$ cat src/rtl/latch_drain_pkg.sv
// Shared definitions for the latch cores: drain FSM encodings and a constant clog2 helper.
package latch_drain_pkg;

  typedef enum logic [0:0] {
    S_IDLE    = 1'b0,
    S_PRESENT = 1'b1
  } drain_state_t;

  function automatic int clog2(input int n);
    int r;
    r = 0;
    while ((1 << r) < n) r = r + 1;
    return r;
  endfunction

endpackage

$ cat src/rtl/latch_drain_if.sv
// Valid/ready stream carrying one drained event index per beat.
interface latch_drain_if
  import latch_drain_pkg::*;
#(
  parameter int WIDTH = 32
);
  localparam int IDX_W = clog2(WIDTH);

  logic             m_valid;
  logic             m_ready;
  logic [IDX_W-1:0] m_index;
  logic             m_overrun;

  modport master (output m_valid, m_index, m_overrun, input m_ready);
  modport slave  (input m_valid, m_index, m_overrun, output m_ready);
endinterface

$ cat src/rtl/latch_drain_rr_priority_enc.sv
// Round-robin priority encoder: lowest requesting index at or above ptr, wrapping past WIDTH-1.
module rr_priority_enc
  import latch_drain_pkg::*;
#(
  parameter int WIDTH = 32,
  localparam int IDX_W = clog2(WIDTH)
) (
  input  logic [WIDTH-1:0] req,
  input  logic [IDX_W-1:0] ptr,
  output logic [IDX_W-1:0] gnt_idx,
  output logic             gnt_any
);

  localparam logic [IDX_W:0] W_L = (IDX_W+1)'(WIDTH);

  logic [2*WIDTH-1:0] dbl;
  logic [2*WIDTH-1:0] masked;
  logic [IDX_W:0]     first;

  // The upper copy of req supplies the wrapped-around candidates below ptr.
  always_comb begin
    dbl    = {req, req};
    masked = dbl & ~(((2*WIDTH)'(1) << ptr) - (2*WIDTH)'(1));
    first  = '0;
    for (int i = 2*WIDTH-1; i >= 0; i--) begin
      if (masked[i]) first = (IDX_W+1)'(i);
    end
    gnt_idx = IDX_W'((first >= W_L) ? (first - W_L) : first);
    gnt_any = |req;
  end

endmodule

$ cat src/rtl/latch_drain.sv
// Sticky event latch reader: captures event pulses as pending flags and drains them
// one index per beat over a valid/ready stream, clearing each flag on acceptance.
module latch_drain
  import latch_drain_pkg::*;
#(
  parameter int WIDTH = 32,
  parameter int CNT_W = 16
) (
  input  logic              clk,
  input  logic              resetn,
  input  logic [WIDTH-1:0]  din,
  input  logic [WIDTH-1:0]  clear,
  input  logic              enable,
  output logic [WIDTH-1:0]  pending,
  output logic [CNT_W-1:0]  drained,
  latch_drain_if.master     m
);

  localparam int IDX_W = clog2(WIDTH);
  localparam logic [IDX_W-1:0] LAST_IDX = IDX_W'(WIDTH - 1);

  drain_state_t     state;
  logic [WIDTH-1:0] ovr;
  logic [WIDTH-1:0] ackmask;
  logic [WIDTH-1:0] pend_nxt;
  logic [WIDTH-1:0] ovr_nxt;
  logic [IDX_W-1:0] rr_ptr;
  logic [IDX_W-1:0] gnt_idx;
  logic             gnt_any;
  logic             ack;

  rr_priority_enc #(.WIDTH(WIDTH)) u_enc (
    .req     (pending),
    .ptr     (rr_ptr),
    .gnt_idx (gnt_idx),
    .gnt_any (gnt_any)
  );

  // A fresh pulse always wins, so a bit re-firing in its ack cycle is reported again;
  // such a re-fire is a new event, not an overrun.
  always_comb begin
    ack      = m.m_valid & m.m_ready;
    ackmask  = ack ? (WIDTH'(1) << m.m_index) : '0;
    pend_nxt = (pending & ~clear & ~ackmask) | din;
    ovr_nxt  = (ovr & ~clear & ~ackmask) | (din & pending & ~ackmask);
  end

  always_ff @(posedge clk or negedge resetn) begin
    if (!resetn) begin
      pending <= '0;
      ovr     <= '0;
    end else begin
      pending <= pend_nxt;
      ovr     <= ovr_nxt;
    end
  end

  always_ff @(posedge clk or negedge resetn) begin
    if (!resetn) begin
      state       <= S_IDLE;
      m.m_valid   <= 1'b0;
      m.m_index   <= '0;
      m.m_overrun <= 1'b0;
      drained     <= '0;
      rr_ptr      <= '0;
    end else begin
      case (state)
        S_IDLE: begin
          if (enable && gnt_any) begin
            m.m_index   <= gnt_idx;
            m.m_overrun <= ovr[gnt_idx];
            m.m_valid   <= 1'b1;
            state       <= S_PRESENT;
          end
        end
        S_PRESENT: begin
          if (m.m_ready) begin
            m.m_valid <= 1'b0;
            drained   <= drained + CNT_W'(1);
            rr_ptr    <= (m.m_index == LAST_IDX) ? '0 : m.m_index + IDX_W'(1);
            state     <= S_IDLE;
          end
        end
      endcase
    end
  end

endmodule

$ cat src/flat_wrapper.sv
// flat-port wrapper written by rule: the top's interface ports become plain ports
module latch_drain_flat import latch_drain_pkg::*;
#(
  parameter int WIDTH = 32,
  parameter int CNT_W = 16
)
  (clk, resetn, din, clear, enable, pending, drained, m_m_valid, m_m_index, m_m_overrun, m_m_ready);
  latch_drain_if #(.WIDTH(WIDTH)) m_i ();
  input  logic clk;
  input  logic resetn;
  input  logic [WIDTH-1:0] din;
  input  logic [WIDTH-1:0] clear;
  input  logic enable;
  output logic [WIDTH-1:0] pending;
  output logic [CNT_W-1:0] drained;
  output wire logic [$bits(m_i.m_valid)-1:0] m_m_valid;
  output wire logic [$bits(m_i.m_index)-1:0] m_m_index;
  output wire logic [$bits(m_i.m_overrun)-1:0] m_m_overrun;
  input wire logic [$bits(m_i.m_ready)-1:0] m_m_ready;
  assign m_m_valid = m_i.m_valid;
  assign m_m_index = m_i.m_index;
  assign m_m_overrun = m_i.m_overrun;
  assign m_i.m_ready = m_m_ready;
  latch_drain #(.WIDTH(WIDTH), .CNT_W(CNT_W)) u_core (.clk(clk), .resetn(resetn), .din(din), .clear(clear), .enable(enable), .pending(pending), .drained(drained), .m(m_i));
endmodule
$ cat config.mk
export PLATFORM = sky130hd
export DESIGN_NAME = latch_drain_flat
export DESIGN_NICKNAME = d
export VERILOG_FILES = /design/src/rtl/latch_drain_pkg.sv /design/src/rtl/latch_drain_if.sv /design/src/rtl/latch_drain_rr_priority_enc.sv /design/src/rtl/latch_drain.sv /design/src/flat_wrapper.sv
export SDC_FILE = /design/constraint.sdc
export NUM_CORES = 1
export LEC_CHECK = 0
export BUFFER_PORTS_ARGS = -buffer_cell sky130_fd_sc_hd__buf_2
export CAP_MARGIN = 40
export CORE_ASPECT_RATIO = 0.75
export CORE_MARGIN = 5
export CORE_UTILIZATION = 30
export DETAILED_ROUTE_END_ITERATION = 7
export MAX_ROUTING_LAYER = met4
export PLACE_DENSITY_LB_ADDON = 0.12
export RECOVER_POWER = 25
export SYNTH_ARGS = -nofsm -noshare
export SYNTH_HDL_FRONTEND = slang
export SYNTH_SLANG_ARGS = --single-unit
export TNS_END_PERCENT = 10
$ cat constraint.sdc
create_clock -name clk -period 5.3 [get_ports clk]
set_input_delay 0.265 -clock clk [delete_from_list [all_inputs] [get_ports clk]]
set_output_delay 0.265 -clock clk [all_outputs]
set_load 0.05 [all_outputs]
After elaboration in Yosys (flattened, before gate mapping)
Index checks and enable logic that the tools add are counted.
Word-level totals
  flip-flop bits (word level): 93
  output and inout bits: 55
Cells by class
  reduce and logical (&&, ||, !) cells: 5
  shift-type cells: 2
  eq/ne operators: 3
  bitwise gates (word level): 14
  add/subtract/negate cells: 4
  order comparisons: 2
  muxes and demuxes: 75
Operator list (count)
  6-bit two-way mux: 64
  32-bit bitwise AND: 6
  64-bit bitwise AND: 1
  32-bit inverter: 2
  64-bit inverter: 1
  32-bit bitwise OR: 2
  1-bit by 5-bit left shift with 64-bit output (first input constant): 1
  64-bit by 1-bit subtractor with 64-bit output (second input constant): 1
  32-bit two-way mux: 1
  32-bit OR reduction: 1
  1-bit by 5-bit left shift with 32-bit output (first input constant): 1
  16-bit by 1-bit adder with 16-bit output (second input constant): 1
  5-bit two-way mux: 2
  6-bit >= comparator (second input constant): 1
  5-bit by 6-bit less-than comparator with 1-bit output (second input constant): 1
  2-bit AND reduction: 3
  5-bit by 1-bit adder with 5-bit output (second input constant): 1
  1-bit binary-select mux with 5-bit select: 1
  5-bit == test (second input constant): 1
  1-bit two-way mux: 5
  5-bit by 1-bit subtractor with 5-bit output (second input constant): 1
  1-bit one-hot mux with 2 select lines: 2
  2-bit by 1-bit inequality test with 1-bit output (second input constant): 1
  2-bit inequality test (second input constant): 1
  3 further kinds: 3

Depth between registers and ports, before layout
  depth in word-level cells: 72
  gate-level depth with buffers: 19
  gate-level depth less buffers: 16

Hierarchy
From an unflattened synthesis, not the netlist that was laid out.
Unflattened totals
  cell total of the unflattened synthesis: 729
  area total of the unflattened synthesis: 6307.3 µm²
Modules (own cells, without submodules)
  latch_drain: area an instance 4290.4 µm², times used 1, cells an instance 393
  rr_priority_enc: area an instance 2016.9 µm², times used 1, cells an instance 336

Worst setup path after synthesis
OpenSTA, ideal clock, no wires.
  path kind: register -> register
  start: register u_core.rr_ptr[4]
  end: register u_core.m.m_overrun
  stages on the path, launching flop included: 17
  library setup time: 0.134 ns
  buffers on the path: 2
  setup slack: 1.524 ns
  arrival: 3.642 ns
  clock period less this slack: 3.776 ns
  cell sequence: dfrtp_1 > buf_2 > nor4_4 > nand2_1 > ha_1 > buf_2 > or4_1 > a21oi_1 > nor2_1 > a2111oi_2 > nor2_1 > o31ai_4 > nand2_2 > mux2i_1 > o22ai_1 > a2111oi_2 > a211oi_2
Between the ends
  word-level cells in the longest chain between the ends: 72
RTL lines
  from (decl): line latch_drain.sv:27  | logic [IDX_W-1:0] rr_ptr;
  from (signal assigned): line latch_drain.sv:80  | rr_ptr <= (m.m_index == LAST_IDX) ? '0 : m.m_index + IDX_W'(1);
  1-bit by 5-bit left shift with 64-bit output (*): line latch_drain_rr_priority_enc.sv:23  | masked = dbl & ~(((2*WIDTH)'(1) << ptr) - (2*WIDTH)'(1));
  64-bit by 1-bit subtractor with 64-bit output (*): line latch_drain_rr_priority_enc.sv:23
  64-bit inverter (*): line latch_drain_rr_priority_enc.sv:23
  64-bit bitwise AND (*): line latch_drain_rr_priority_enc.sv:23
  6-bit two-way mux (63 in series): line latch_drain_rr_priority_enc.sv:26  | if (masked[i]) first = (IDX_W+1)'(i);
  6-bit two-way mux (*): line latch_drain_rr_priority_enc.sv:26
  5-bit by 1-bit subtractor with 5-bit output / 6-bit >= comparator (equally long branches): line latch_drain_rr_priority_enc.sv:28  | gnt_idx = IDX_W'((first >= W_L) ? (first - W_L) : first);
  5-bit two-way mux (*): line latch_drain_rr_priority_enc.sv:28
  1-bit binary-select mux with 5-bit select (*): line latch_drain.sv:71  | m.m_overrun <= ovr[gnt_idx];
  1-bit two-way mux (not written as such) (*): line latch_drain.sv:71
  to (signal assigned): line latch_drain.sv:71
  to (decl): line latch_drain_if.sv:14  | modport master (output m_valid, m_index, m_overrun, input m_ready);
Mark *: on every way between the ends. The rest lies on a longest branch, timed or not. The select of a mux whose other input is x is not followed.
A chain may end at the register's enable or synchronous reset.

Worst setup path in the final report
Same ends and word-level chain as after synthesis.

==> impl_summary.txt <==
----------------------------------------------------
[Run status]
  Result of the run ... complete, but fails checks
  Failing checks ... capacitance limit, slew limit

[Setup path]
  Crit path capture type ... flip-flop
  Kind of launch point of the worst setup path ... flip-flop
  Reg2Reg Depth ... 15
  Arr. time, crit path ... 4.87 ns
  Worst Setup Path Type ... flip-flop to flip-flop
  Biggest fanout along the worst timing path ... 23
  Worst EP required ... around 5.6 ns

[Synthesis]
  Sequential share of the synthesized area ... about a third
  Register bit count reported by yosys ... 93
  Synthesized-area fraction occupied by adder cells ... 1.89%
  Post-synthesis cell area ... ~0.0066 mm²
  Dominant combinational cell family by area after synthesis ... compound AO/OA/AOI/OAI gates
  Warning count from the yosys run ... 0
  Ys async rst share ... 100%
  Count of flip-flops with a built-in enable after synthesis ... 0
  Synth Instances ... around 800
  Number of unique standard cell types used by synthesis ... 80
  Complex-gate fraction of the synthesized area ... 30.8%
  Multiplexer fraction of the synthesized cell area ... less than 1%
  Simple-Gate Fraction of Synth Area ... 21.3%
  Post-Syn Area per Cell ... 8.33 µm²
  Dominant register cell in the synthesized netlist ... dfrtp_1
  Syn Nets ... slightly below 900
  Share of the synthesized netlist area taken by xor and xnor gates ... about 2.2%

[Floorplan]
  Die outline area ... approximately 0.025 mm²
  Initial Utilization ... a little under a third
  Row cnt ... 47
  Die boundary width ... roughly 180 µm
  Top-Level Pins ... roughly 120
  Core area ... approximately 0.022 mm²
  Die Y ... roughly 140 µm

[Clock tree]
  Clock buffers created by TritonCTS ... 9
  Clock Tree Buf Depth ... 2
  Later-pin clock latency in the skew report ... between 0.3 and 0.4 ns
  Clock tree from TritonCTS ... yes
  Post-CTS repair timing setup buffer count ... 0
  H-tree levels ... 3
  Post-CTS resize count ... 0
  Cell chosen for the clock root ... clkbuf_16
  Register clock-pin slew on the reported worst setup and hold paths ... 0.07 ns
  Sink count of the clock tree ... a little over 90

[Place]
  Final estimated routing congestion in global placement ... between 0.9 and 1
  IO Port Bufs ... roughly 120
  Estimated wirelength of the detail-placed design ... approximately 20000 µm
  Number of placed cells counting well taps ... 1161

[Timing]
  Max-slew violations ... 66
  Post-route fraction of the period consumed by the critical path ... about 87%
  Maximum clock skew at final layout ... 0.00887 ns
  Unrepaired setup endpoints after global routing ... false
  Worst rel slew slack ... -19.3%
  Transition time of the tightest slew-check pin ... between 1.5 and 2 ns
  Final hold violation count ... 0
  Peak clock frequency supported by timing ... roughly 220 MHz
  Final setup violation count ... 0
  Total negative slack for setup checks ... 0 ns
  Tmin final ... 4.60 ns

[Final layout]
  Footprint of the flip-flops and latches ... roughly 0.0023 mm²
  Number of filler instances in the final layout ... between 2k and 2.5k
  Number of diodes ... 0
  Final nets ... between 900 and 1k
  Combined area of the multi-input logic cells ... roughly 0.0038 mm²
  Post-Route Utilization ... about a third
  Leading cell types in the layout, fill and taps excluded ... buf_2 (102), dfrtp_1 (93), nand2_1 (62), nand3_1 (60), inv_1 (53)
  Commonest non-fill, non-tap cell in the layout ... buf_2
  Fraction of layout instances using a drive strength above 1 ... a little over a fifth
  Area growth from synthesis to final layout ... 16.6%
  Number of cells in the finished layout apart from fillers ... 1178

[Pwr]
  Net switching power figure ... a little under 2 mW
  Switching part of the total power ... between 50 and 60%
  Combinational group share of total power ... between 50% and 60%
  Static Leak ... approximately 3.3 nW
  Share of power burned in registers ... about 26%
  Power per cell area ... 498 mW/mm²
  Part of the total power dissipated in the clock network ... around a fifth
  Largest voltage drop on the vdd net ... ~0.24 mV
  Pint ... ~1.9 mW

[Detailed routing]
  Routed wire per std cell ... ~22 µm
  Drt drc ... 0
  Via count ... slightly below 7k
  Number of violations reported at the end of detailed-routing iteration 0 ... about 700
  Remaining antenna violation count after routing ... 0
  DRT Pass-1 Iters ... 5
  DRT Wirelength ... about 26000 µm
  Via density ... ~5.8

[Worst hold path]
  Class of the most critical hold timing path ... primary input to flip-flop
  Cell depth of the worst min-delay path ... 2

[Global routing]
  Global-route usage over all layers ... 21.3%
  Wire length of the first global-routing pass ... 41000 µm
  Largest net degree at the start of global routing ... between 60 and 70
  Gr ovfl total ... 0
  Antenna violations before repair ... 0
  Via count of the first global-routing pass ... around 6.5k

[Run]
  Max Cap Violations ... 2

----------------------------------------------------
cell families (layout without fill, tap and decap cells):
logic type,count (synthesis),in the layout
simple gates,269,269
buf+inv,119,208
fa+ha+maj,10,10
compound gates,281,281
xor+xnor,17,17
flops,93,93
mux,6,6
synth_stat cells (6+ instances only):
| cell | n | area, µm² |
|---|---|---|
| o21ai_1 | 7 | 35.0 |
| a21oi_1 | 28 | 140 |
| and4_1 | 6 | 52.6 |
| a22oi_1 | 35 | 263 |
| o21a_1 | 6 | 45.0 |
| nand2_1 | 62 | 233 |
| o21ai_0 | 42 | 210 |
| o211ai_1 | 8 | 60.1 |
| o31ai_1 | 8 | 60.1 |
| nand4_1 | 6 | 37.5 |
| xor2_1 | 8 | 70.1 |
| nor3_1 | 15 | 75.1 |
| ha_1 | 10 | 125 |
| xnor2_1 | 9 | 78.8 |
| nor2_1 | 39 | 146 |
| a31oi_1 | 35 | 219 |
| and3_1 | 9 | 56.3 |
| clkbuf_1 | 40 | 150 |
| a31o_2 | 32 | 280 |
| dfrtp_1 | 93 | 2330 |
| nand3_1 | 60 | 300 |
| nand2b_1 | 11 | 68.8 |
| inv_1 | 53 | 199 |
| nor4_1 | 16 | 100 |
| and2_1 | 8 | 50.1 |
| nor2b_1 | 13 | 81.3 |
| buf_4 | 7 | 52.6 |
| buf_2 | 15 | 75.1 |
through the flow:
step | instance area [µm²] | total power, mW | hold slack, ns | setup slack (ns)
2_1_floorplan | 6620 | 2.49 | -0.0306 | 1.52
4_1_cts | 7750 | 3.83 | 0.112 | 0.761
6_report | 7720 | 3.84 | 0.125 | 0.695
5_1_grt | 7720 | 4.10 | 0.114 | 0.336
3_3_place_gp | 7390 | 3.12 | 0.239 | 0.818
3_5_place_dp | 7420 | 3.10 | 0.236 | 0.784
critical path: stages (launching register included):
cell and delay [ns]:
dfrtp_1 0.41, nor4_4 0.43, nand2_1 0.11, ha_1 0.31, buf_4 0.24, or3_1 0.44, o31ai_1 0.34, a221oi_1 0.18
o311ai_0 0.38, a21o_1 0.17, o21ai_1 0.08, a21oi_1 0.51, nand2_1 0.21, o311ai_1 0.38, a2111oi_2 0.11, a211oi_2 0.23
cell type report:
cell class,instances,share of cell area (%)
clock buffers,10,2.97
clock inverters,6,1.20
inverters,53,2.58
multi-input cells,583,49.1
flip-flops and latches,93,30.2
well taps,294,4.77
repair buffers,139,9.23
power by group through the flow:
| stage | clock network (mW) | logic, mW | registers, mW |
|---|---|---|---|
| 2_1_floorplan | 0 | 1.40 | 1.09 |
| 3_3_place_gp | 0 | 2.11 | 1.01 |
| 5_1_grt | 0.769 | 2.32 | 1.01 |
| 6_report | 0.724 | 2.13 | 0.993 |
| 4_1_cts | 0.740 | 2.11 | 0.990 |
| 3_5_place_dp | 0 | 2.09 | 1.00 |
worst paths after layout:
check                                               start                        endpoint  slack (ns)
max                          u_core.rr_ptr[4]$_DFFE_PN0P_  u_core.m.m_overrun$_DFFE_PN0P_        0.70
min                                               din[21]    u_core.pending[21]$_DFF_PN0_        0.12
max reg2reg                  u_core.rr_ptr[4]$_DFFE_PN0P_  u_core.m.m_overrun$_DFFE_PN0P_        0.70
min reg2reg                u_core.drained[15]$_DFFE_PN0P_  u_core.drained[15]$_DFFE_PN0P_        0.47
max in group asynchronous                          resetn    u_core.rr_ptr[0]$_DFFE_PN0P_        2.70
min in group asynchronous                          resetn    u_core.pending[12]$_DFF_PN0_        0.94
metal layers:
metal  part of all wire, %  GRT usage [%]  up-vias
met5                     0              -        -
met3                   9.0           4.38       21
met2                    39           28.4      311
met1                    50           33.0     3308
met4                   1.3           3.67        0
li1                      -              -     3150
state kept, by name, indices dropped and copies added, names as in the netlist:
register / cells
u_core.m.m_valid: 1
u_core.state: 1
u_core.m.m_index: 5
u_core.rr_ptr: 5
u_core.pending: 32
u_core.m.m_overrun: 1
u_core.ovr: 32
u_core.drained: 16
timing repair:
item                                    4_1_cts  5_1_grt
hold endpoints to repair                     31        0
endpoints found under the setup margin        0        0
hold buffers                                  1        0
(Power assumes the default switching activity.)
